--- src/rtl/cpu_pkg.sv ---
// Shared CPU-wide types and constants.
// Includes the multiply/divide opcode and state encodings.
package cpu_pkg;

    localparam int unsigned XLEN       = 32;
    localparam int unsigned MD_LATENCY = 33;

    typedef enum logic [1:0] {
        MD_MULT  = 2'b00,
        MD_MULTU = 2'b01,
        MD_DIV   = 2'b10,
        MD_DIVU  = 2'b11
    } muldiv_op_t;

    typedef enum logic [1:0] {
        MD_IDLE = 2'b00,
        MD_CALC = 2'b01,
        MD_FIN  = 2'b10
    } muldiv_state_t;

endpackage

--- src/rtl/muldiv_unit_if.sv ---
// Control/operand/result bundle between the issue stage and the multiply/divide unit.
interface muldiv_unit_if
    import cpu_pkg::*;
#(
    parameter int unsigned WIDTH = XLEN
);
    logic             start;
    muldiv_op_t       op;
    logic [WIDTH-1:0] src_a;
    logic [WIDTH-1:0] src_b;
    logic             wr_hi;
    logic             wr_lo;
    logic [WIDTH-1:0] wr_data;
    logic             busy;
    logic             done;
    logic             div_by_zero;
    logic [WIDTH-1:0] hi;
    logic [WIDTH-1:0] lo;

    modport master (
        output start, op, src_a, src_b, wr_hi, wr_lo, wr_data,
        input  busy, done, div_by_zero, hi, lo
    );

    modport slave (
        input  start, op, src_a, src_b, wr_hi, wr_lo, wr_data,
        output busy, done, div_by_zero, hi, lo
    );
endinterface

--- src/rtl/muldiv_unit.sv ---
// Iterative MULT/MULTU/DIV/DIVU unit, one bit per cycle, owning the HI/LO registers.
// Operands are held as magnitudes; signs are reapplied once the iteration finishes.
module muldiv_unit
    import cpu_pkg::*;
#(
    parameter int unsigned WIDTH = XLEN,
    parameter int unsigned CNT_W = 5
) (
    input  logic          clk,
    input  logic          rst,
    muldiv_unit_if.slave  bus
);

    localparam int unsigned DW = 2 * WIDTH;

    // Conditional two's-complement negate; 0x80000000 maps to itself
    function automatic logic [WIDTH-1:0] sign_mag(input logic [WIDTH-1:0] x, input logic neg);
        return neg ? (~x + WIDTH'(1)) : x;
    endfunction

    muldiv_state_t    state_q, state_d;
    muldiv_op_t       op_q, op_d;
    logic             neg_q, neg_d;
    logic             a_neg_q, a_neg_d;
    logic             dz_q, dz_d;
    logic [DW-1:0]    acc_q, acc_d;
    logic [WIDTH-1:0] rem_q, rem_d;
    logic [WIDTH-1:0] bmag_q, bmag_d;
    logic [CNT_W-1:0] cnt_q, cnt_d;
    logic [WIDTH-1:0] hi_q, hi_d;
    logic [WIDTH-1:0] lo_q, lo_d;
    logic             busy_q, busy_d;
    logic             done_q, done_d;
    logic             dbz_q, dbz_d;

    logic             signed_in, div_in, a_neg_in, b_neg_in, is_div_q, div_ge;
    logic [WIDTH-1:0] a_mag_in, b_mag_in;
    logic [WIDTH:0]   mul_sum, div_shift;
    logic [DW-1:0]    prod_neg;

    // Operand decode at the start edge
    always_comb begin
        signed_in = (bus.op == MD_MULT) || (bus.op == MD_DIV);
        div_in    = (bus.op == MD_DIV)  || (bus.op == MD_DIVU);
        a_neg_in  = signed_in & bus.src_a[WIDTH-1];
        b_neg_in  = signed_in & bus.src_b[WIDTH-1];
        a_mag_in  = sign_mag(bus.src_a, a_neg_in);
        b_mag_in  = sign_mag(bus.src_b, b_neg_in);
    end

    // Per-iteration datapath: shift-add multiply and restoring divide
    always_comb begin
        is_div_q  = (op_q == MD_DIV) || (op_q == MD_DIVU);
        mul_sum   = {1'b0, acc_q[DW-1:WIDTH]} + (acc_q[0] ? {1'b0, bmag_q} : '0);
        div_shift = {rem_q, acc_q[WIDTH-1]};
        div_ge    = (div_shift >= {1'b0, bmag_q});
        prod_neg  = ~acc_q + DW'(1);
    end

    always_comb begin
        state_d = state_q;
        op_d    = op_q;
        neg_d   = neg_q;
        a_neg_d = a_neg_q;
        dz_d    = dz_q;
        acc_d   = acc_q;
        rem_d   = rem_q;
        bmag_d  = bmag_q;
        cnt_d   = cnt_q;
        hi_d    = hi_q;
        lo_d    = lo_q;
        busy_d  = busy_q;
        done_d  = 1'b0;
        dbz_d   = dbz_q;

        case (state_q)
            MD_IDLE: begin
                if (bus.start) begin
                    op_d    = bus.op;
                    neg_d   = a_neg_in ^ b_neg_in;
                    a_neg_d = a_neg_in;
                    dz_d    = (bus.src_b == '0);
                    // Low half holds the multiplier (mul) or dividend/quotient (div)
                    acc_d   = {WIDTH'(0), div_in ? a_mag_in : b_mag_in};
                    bmag_d  = div_in ? b_mag_in : a_mag_in;
                    rem_d   = '0;
                    cnt_d   = '0;
                    busy_d  = 1'b1;
                    dbz_d   = 1'b0;
                    state_d = MD_CALC;
                end else begin
                    if (bus.wr_hi) hi_d = bus.wr_data;
                    if (bus.wr_lo) lo_d = bus.wr_data;
                end
            end
            MD_CALC: begin
                cnt_d = cnt_q + CNT_W'(1);
                if (is_div_q) begin
                    acc_d = {acc_q[DW-1:WIDTH], acc_q[WIDTH-2:0], div_ge};
                    rem_d = div_ge ? WIDTH'(div_shift - {1'b0, bmag_q}) : div_shift[WIDTH-1:0];
                end else begin
                    acc_d = {mul_sum, acc_q[WIDTH-1:1]};
                end
                if (cnt_q == CNT_W'(WIDTH - 1)) state_d = MD_FIN;
            end
            MD_FIN: begin
                if (is_div_q) begin
                    // Divide by zero leaves rem = |dividend|, so hi restores the original operand
                    lo_d = dz_q ? '1 : sign_mag(acc_q[WIDTH-1:0], neg_q);
                    hi_d = sign_mag(rem_q, a_neg_q);
                end else begin
                    {hi_d, lo_d} = neg_q ? prod_neg : acc_q;
                end
                dbz_d   = is_div_q & dz_q;
                done_d  = 1'b1;
                busy_d  = 1'b0;
                state_d = MD_IDLE;
            end
            default: state_d = MD_IDLE;
        endcase
    end

    always_ff @(posedge clk or posedge rst) begin
        if (rst) begin
            state_q <= MD_IDLE;
            op_q    <= MD_MULT;
            neg_q   <= 1'b0;
            a_neg_q <= 1'b0;
            dz_q    <= 1'b0;
            acc_q   <= '0;
            rem_q   <= '0;
            bmag_q  <= '0;
            cnt_q   <= '0;
            hi_q    <= '0;
            lo_q    <= '0;
            busy_q  <= 1'b0;
            done_q  <= 1'b0;
            dbz_q   <= 1'b0;
        end else begin
            state_q <= state_d;
            op_q    <= op_d;
            neg_q   <= neg_d;
            a_neg_q <= a_neg_d;
            dz_q    <= dz_d;
            acc_q   <= acc_d;
            rem_q   <= rem_d;
            bmag_q  <= bmag_d;
            cnt_q   <= cnt_d;
            hi_q    <= hi_d;
            lo_q    <= lo_d;
            busy_q  <= busy_d;
            done_q  <= done_d;
            dbz_q   <= dbz_d;
        end
    end

    assign bus.busy        = busy_q;
    assign bus.done        = done_q;
    assign bus.div_by_zero = dbz_q;
    assign bus.hi          = hi_q;
    assign bus.lo          = lo_q;

endmodule

--- src/flat_wrapper.sv ---
// flat-port wrapper written by rule: the top's interface ports become plain ports
module muldiv_unit_flat import cpu_pkg::*;
#(
    parameter int unsigned WIDTH = XLEN,
    parameter int unsigned CNT_W = 5
)
  (clk, rst, bus_start, bus_op, bus_src_a, bus_src_b, bus_wr_hi, bus_wr_lo, bus_wr_data, bus_busy, bus_done, bus_div_by_zero, bus_hi, bus_lo);
  muldiv_unit_if #(.WIDTH(WIDTH)) bus_i ();
  input  logic clk;
  input  logic rst;
  input wire logic [$bits(bus_i.start)-1:0] bus_start;
  input wire logic [$bits(bus_i.op)-1:0] bus_op;
  input wire logic [$bits(bus_i.src_a)-1:0] bus_src_a;
  input wire logic [$bits(bus_i.src_b)-1:0] bus_src_b;
  input wire logic [$bits(bus_i.wr_hi)-1:0] bus_wr_hi;
  input wire logic [$bits(bus_i.wr_lo)-1:0] bus_wr_lo;
  input wire logic [$bits(bus_i.wr_data)-1:0] bus_wr_data;
  output wire logic [$bits(bus_i.busy)-1:0] bus_busy;
  output wire logic [$bits(bus_i.done)-1:0] bus_done;
  output wire logic [$bits(bus_i.div_by_zero)-1:0] bus_div_by_zero;
  output wire logic [$bits(bus_i.hi)-1:0] bus_hi;
  output wire logic [$bits(bus_i.lo)-1:0] bus_lo;
  assign bus_i.start = bus_start;
  assign bus_i.op = bus_op;
  assign bus_i.src_a = bus_src_a;
  assign bus_i.src_b = bus_src_b;
  assign bus_i.wr_hi = bus_wr_hi;
  assign bus_i.wr_lo = bus_wr_lo;
  assign bus_i.wr_data = bus_wr_data;
  assign bus_busy = bus_i.busy;
  assign bus_done = bus_i.done;
  assign bus_div_by_zero = bus_i.div_by_zero;
  assign bus_hi = bus_i.hi;
  assign bus_lo = bus_i.lo;
  muldiv_unit #(.WIDTH(WIDTH), .CNT_W(CNT_W)) u_core (.clk(clk), .rst(rst), .bus(bus_i));
endmodule
--- config.mk ---
export PLATFORM = sky130hd
export DESIGN_NAME = muldiv_unit_flat
export DESIGN_NICKNAME = d
export VERILOG_FILES = /design/src/rtl/cpu_pkg.sv /design/src/rtl/muldiv_unit_if.sv /design/src/rtl/muldiv_unit.sv /design/src/flat_wrapper.sv
export SDC_FILE = /design/constraint.sdc
export NUM_CORES = 1
export LEC_CHECK = 0
export BUFFER_PORTS_ARGS = -buffer_cell sky130_fd_sc_hd__buf_4
export CORE_MARGIN = 4
export CORE_UTILIZATION = 45
export DETAILED_ROUTE_END_ITERATION = 7
export GPL_TIMING_DRIVEN = 0
export HOLD_SLACK_MARGIN = 0.1
export MAX_ROUTING_LAYER = met4
export PLACE_DENSITY = 0.66
export SYNTH_ARGS = -nofsm -noshare
export SYNTH_HDL_FRONTEND = slang
export SYNTH_SLANG_ARGS = --single-unit
--- constraint.sdc ---
create_clock -name clk -period 5.6 [get_ports clk]
set_clock_uncertainty 0.15 [all_clocks]
set_input_delay 0.28 -clock clk [delete_from_list [all_inputs] [get_ports clk]]
set_output_delay 0.28 -clock clk [all_outputs]
set_load 0.005 [all_outputs]
==> flow_metrics.env <==
export IMPL_post_cts_buffers=0
export IMPL_io_pins=170
export IMPL_maxCapViolations=0
export IMPL_setup_worst_path_class="flop to flop"
export IMPL_fillers=3320
export IMPL_max_freq_mhz=184.0
export IMPL_antenna_left=0
export IMPL_dieHeight_um=196.9
export IMPL_ys_seq_area_share_pct=32.09
export IMPL_synth_edff_count=0
export IMPL_vias=16760
export IMPL_io_buffers=169
export IMPL_use_met3_pct=5.043
export IMPL_crit_chain="inv_1 > clkbuf_1 > ha_1 > or4b_2 > nor4_2 > nand3_1 > or4b_2 > nor2_1 > nand3_1 > nand2_1 > xnor2_1 > o21ai_0 > o21ai_0"
export IMPL_cts_root_buf="clkbuf_16"
export IMPL_clock_latency_ns=0.56
export IMPL_clock_sinks=206
export IMPL_wire_per_inst_um=24.37
export IMPL_antenna_found_initial=0
export IMPL_htree_levels=1
export IMPL_drc_errors=0
export IMPL_initial_core_util_pct=46.05
export IMPL_hold_viol_final=0
export IMPL_cp_arrival_ns=5.67
export IMPL_cp_slowest_cell="or4b_2"
export IMPL_place_gp_congestion=1.036
export IMPL_ys_ff_latch=206
export IMPL_cts_buffers=26
export IMPL_path_clk_slew_ns=0.06
export IMPL_finalSetupViolCount=0
export IMPL_syn_area_per_cell_um2=7.929
export IMPL_rsz0062_at_grt="no"
export IMPL_layout_setup_ws_ns=0.1666
export IMPL_diodes=0
export IMPL_outcome="completed"
export IMPL_yosys_warnings=0
export IMPL_ys_types=68
export IMPL_coreArea_um2=34880
export IMPL_hpwl_mm=54.94
export IMPL_irDropWorstVdd_mv=0.4315
export IMPL_grt_max_degree=42
export IMPL_use_met1_pct=45.72
export IMPL_slew_headroom_pct=35.93
export IMPL_die_x_um=196.9
export IMPL_critPathLaunchType="flop"
export IMPL_grt_pass1_wl_mm=100.3
export IMPL_drive_above_1_share_pct=10.94
export IMPL_die_area_um2=38790
export IMPL_report_power_total_mw=12.43
export IMPL_synthCells=2026
export IMPL_grt_pass1_vias=16130
export IMPL_finalSetupTns_ns=0
export IMPL_syn_cell_area_um2=16060
export IMPL_cp_end_kind="flop"
export IMPL_worst_pin_slew_ns=0.9522
export IMPL_grt_use_total_pct=34.60
export IMPL_period_needed_ns=5.433
export IMPL_cts_tree="yes"
export IMPL_slew_violations=0
export IMPL_power_leakage_nw=8.270
export IMPL_whs_ns=0.1125
export IMPL_row_count=68
export IMPL_min_path_type="input port to flop"
export IMPL_min_period_over_period_pct=97.03
export IMPL_power_density_nw_per_um2=637.4
export IMPL_place_ws_ns=0.07951
export IMPL_clockBufferDepth=3
export IMPL_firstDrtPassIters=7
export IMPL_wl_mm=67.22
export IMPL_syn_num_nets=2201
export IMPL_crit_path_max_incr_delay_ns=0.74
export IMPL_cp_max_fo=10
export IMPL_routed_via_density=6.076
export IMPL_busiest_layer="met2"
export IMPL_cp_required_ns=5.83
export IMPL_area_growth_pct=21.39
export IMPL_met2_usage_pct=56.11
export IMPL_synth_ff_type="dfrtp_1"
export IMPL_drt_iter0_markers=1532
export IMPL_ys_async_sr_fraction_pct=100.0
export IMPL_grt_overflow_total=0
export IMPL_postLayoutCoreUtil_pct=55.90
export IMPL_fin_nets=2459
[worst max-delay path, delay by kind of cell (launching register included)]
family	cells	cell delay (ns)
AOI/OAI and AO/OA	2	0.65
buffers and inverters	2	0.84
xor gates and xnor gates	1	0.07
and+or+nand+nor	7	2.70
DFF	1	0.53
adders and majority gates	1	0.34
[synthesized netlist by cell type, drive strengths merged, types with 11 or more instances]
master | count | share of area (%)
nand2 | 250 | 5.8
o21ai | 247 | 7.7
dfrtp | 206 | 32
nor2 | 193 | 4.5
a21oi | 176 | 5.5
clkbuf | 111 | 2.6
xor2 | 104 | 5.7
xnor2 | 95 | 5.2
ha | 70 | 5.5
inv | 61 | 1.4
mux2i | 49 | 3.1
o31ai | 39 | 1.8
nand3 | 31 | 0.97
nor3 | 28 | 0.87
a21o | 25 | 1.2
a31oi | 23 | 0.90
o22a | 23 | 1.3
or3 | 21 | 0.82
nand2b | 17 | 0.71
o211ai | 17 | 0.79
or4 | 17 | 0.86
nor4 | 16 | 0.62
o221ai | 14 | 0.76
o41ai | 14 | 0.81
a211oi | 13 | 0.61
nor2b | 13 | 0.51
o21a | 13 | 0.61
a221oi | 12 | 0.65
and3 | 12 | 0.47
buf | 11 | 0.36
[cells in the final DEF, fill, tap and decap left out, drive strengths merged, types with 39 or more instances in the layout]
cell | netlist | layout
o21ai | 247 | 247
clkbuf | 111 | 147
nand2 | 250 | 250
dfrtp | 206 | 206
a21oi | 176 | 176
ha | 70 | 70
xor2 | 104 | 104
xnor2 | 95 | 95
nor2 | 193 | 193
buf | 11 | 186
dlygate4sd3 | 0 | 55
o31ai | 39 | 39
inv | 61 | 60
mux2i | 49 | 49
[final timing paths]
kind                                       start           endpoint  slack [ns]  depth (start not counted)
worst max-delay path             u_core.acc_q[0]  u_core.bus.hi[22]        0.17                         13
worst min-delay path               bus_src_a[15]  u_core.bmag_q[15]        0.11                          5
worst max register to register   u_core.acc_q[0]  u_core.bus.hi[22]        0.17                         13
worst min register to register  u_core.bmag_q[7]   u_core.bmag_q[7]        0.34                          2
max in group asynchronous                    rst   u_core.bmag_q[8]        4.22                          5
min in group asynchronous                    rst  u_core.bus.lo[17]        0.22                          3
[sequential cells by signal (all words and copies together) (netlist names), 2 cells and up]
register / count
u_core.acc_q: 64
u_core.bmag_q: 32
u_core.bus.hi: 32
u_core.bus.lo: 32
u_core.rem_q: 32
u_core.cnt_q: 5
u_core.state_q: 2
[report_power, final]
| part | switching (mW) | internal, mW | leakage, nW |
|---|---|---|---|
| logic | 4.49 | 3.02 | 5.31 |
| registers | 0.888 | 2.23 | 2.51 |
| clock network | 0.700 | 1.10 | 0.448 |
| total | 6.08 | 6.35 | 8.27 |
[repair_timing]
action	in CTS	in global routing
resized for setup	0	1
setup endpoints to repair	0	2
hold buffers	55	0
hold endpoints to repair	152	0
[kinds of logic (layout without fill, tap and decap cells)]
group	Yosys count	after routing	synth area share, %
buffers and inverters	184	461	4.401
xor gates and xnor gates	199	199	10.85
and+or+nand+nor	638	638	17.98
adders and majority gates	72	72	5.701
DFF	206	206	32.09
muxes	56	56	3.544
AOI/OAI and AO/OA	671	671	25.43
[cell type report]
type                    instances  area [um^2]  area share (%)
flip-flops and latches        206         5155           26.44
plain buffers                 122        474.2           2.432
well taps                     455        569.3           2.919
multi-input cells            1636        10210           52.35
inverters                      62        236.5           1.213
clock buffers                  36        779.5           3.997
clock inverters                11        137.6          0.7058
repair buffers                230         1939           9.945
[per-layer routing]
layer	share of wire (%)	up-vias
li1	-	7784
met2	47	684
met1	43	8170
met4	3.4	0
met5	0	-
met3	6.6	119
[metrics by stage]
step                      cell area [um^2]  std cells
final                                19500       2758
after global routing                 19500       2758
after CTS                            19490       2758
after detailed placement             18030       2656
after global placement               17910       2650
after floorplan                      16070       2026
Note: power is estimated with default switching activity, not from simulation.
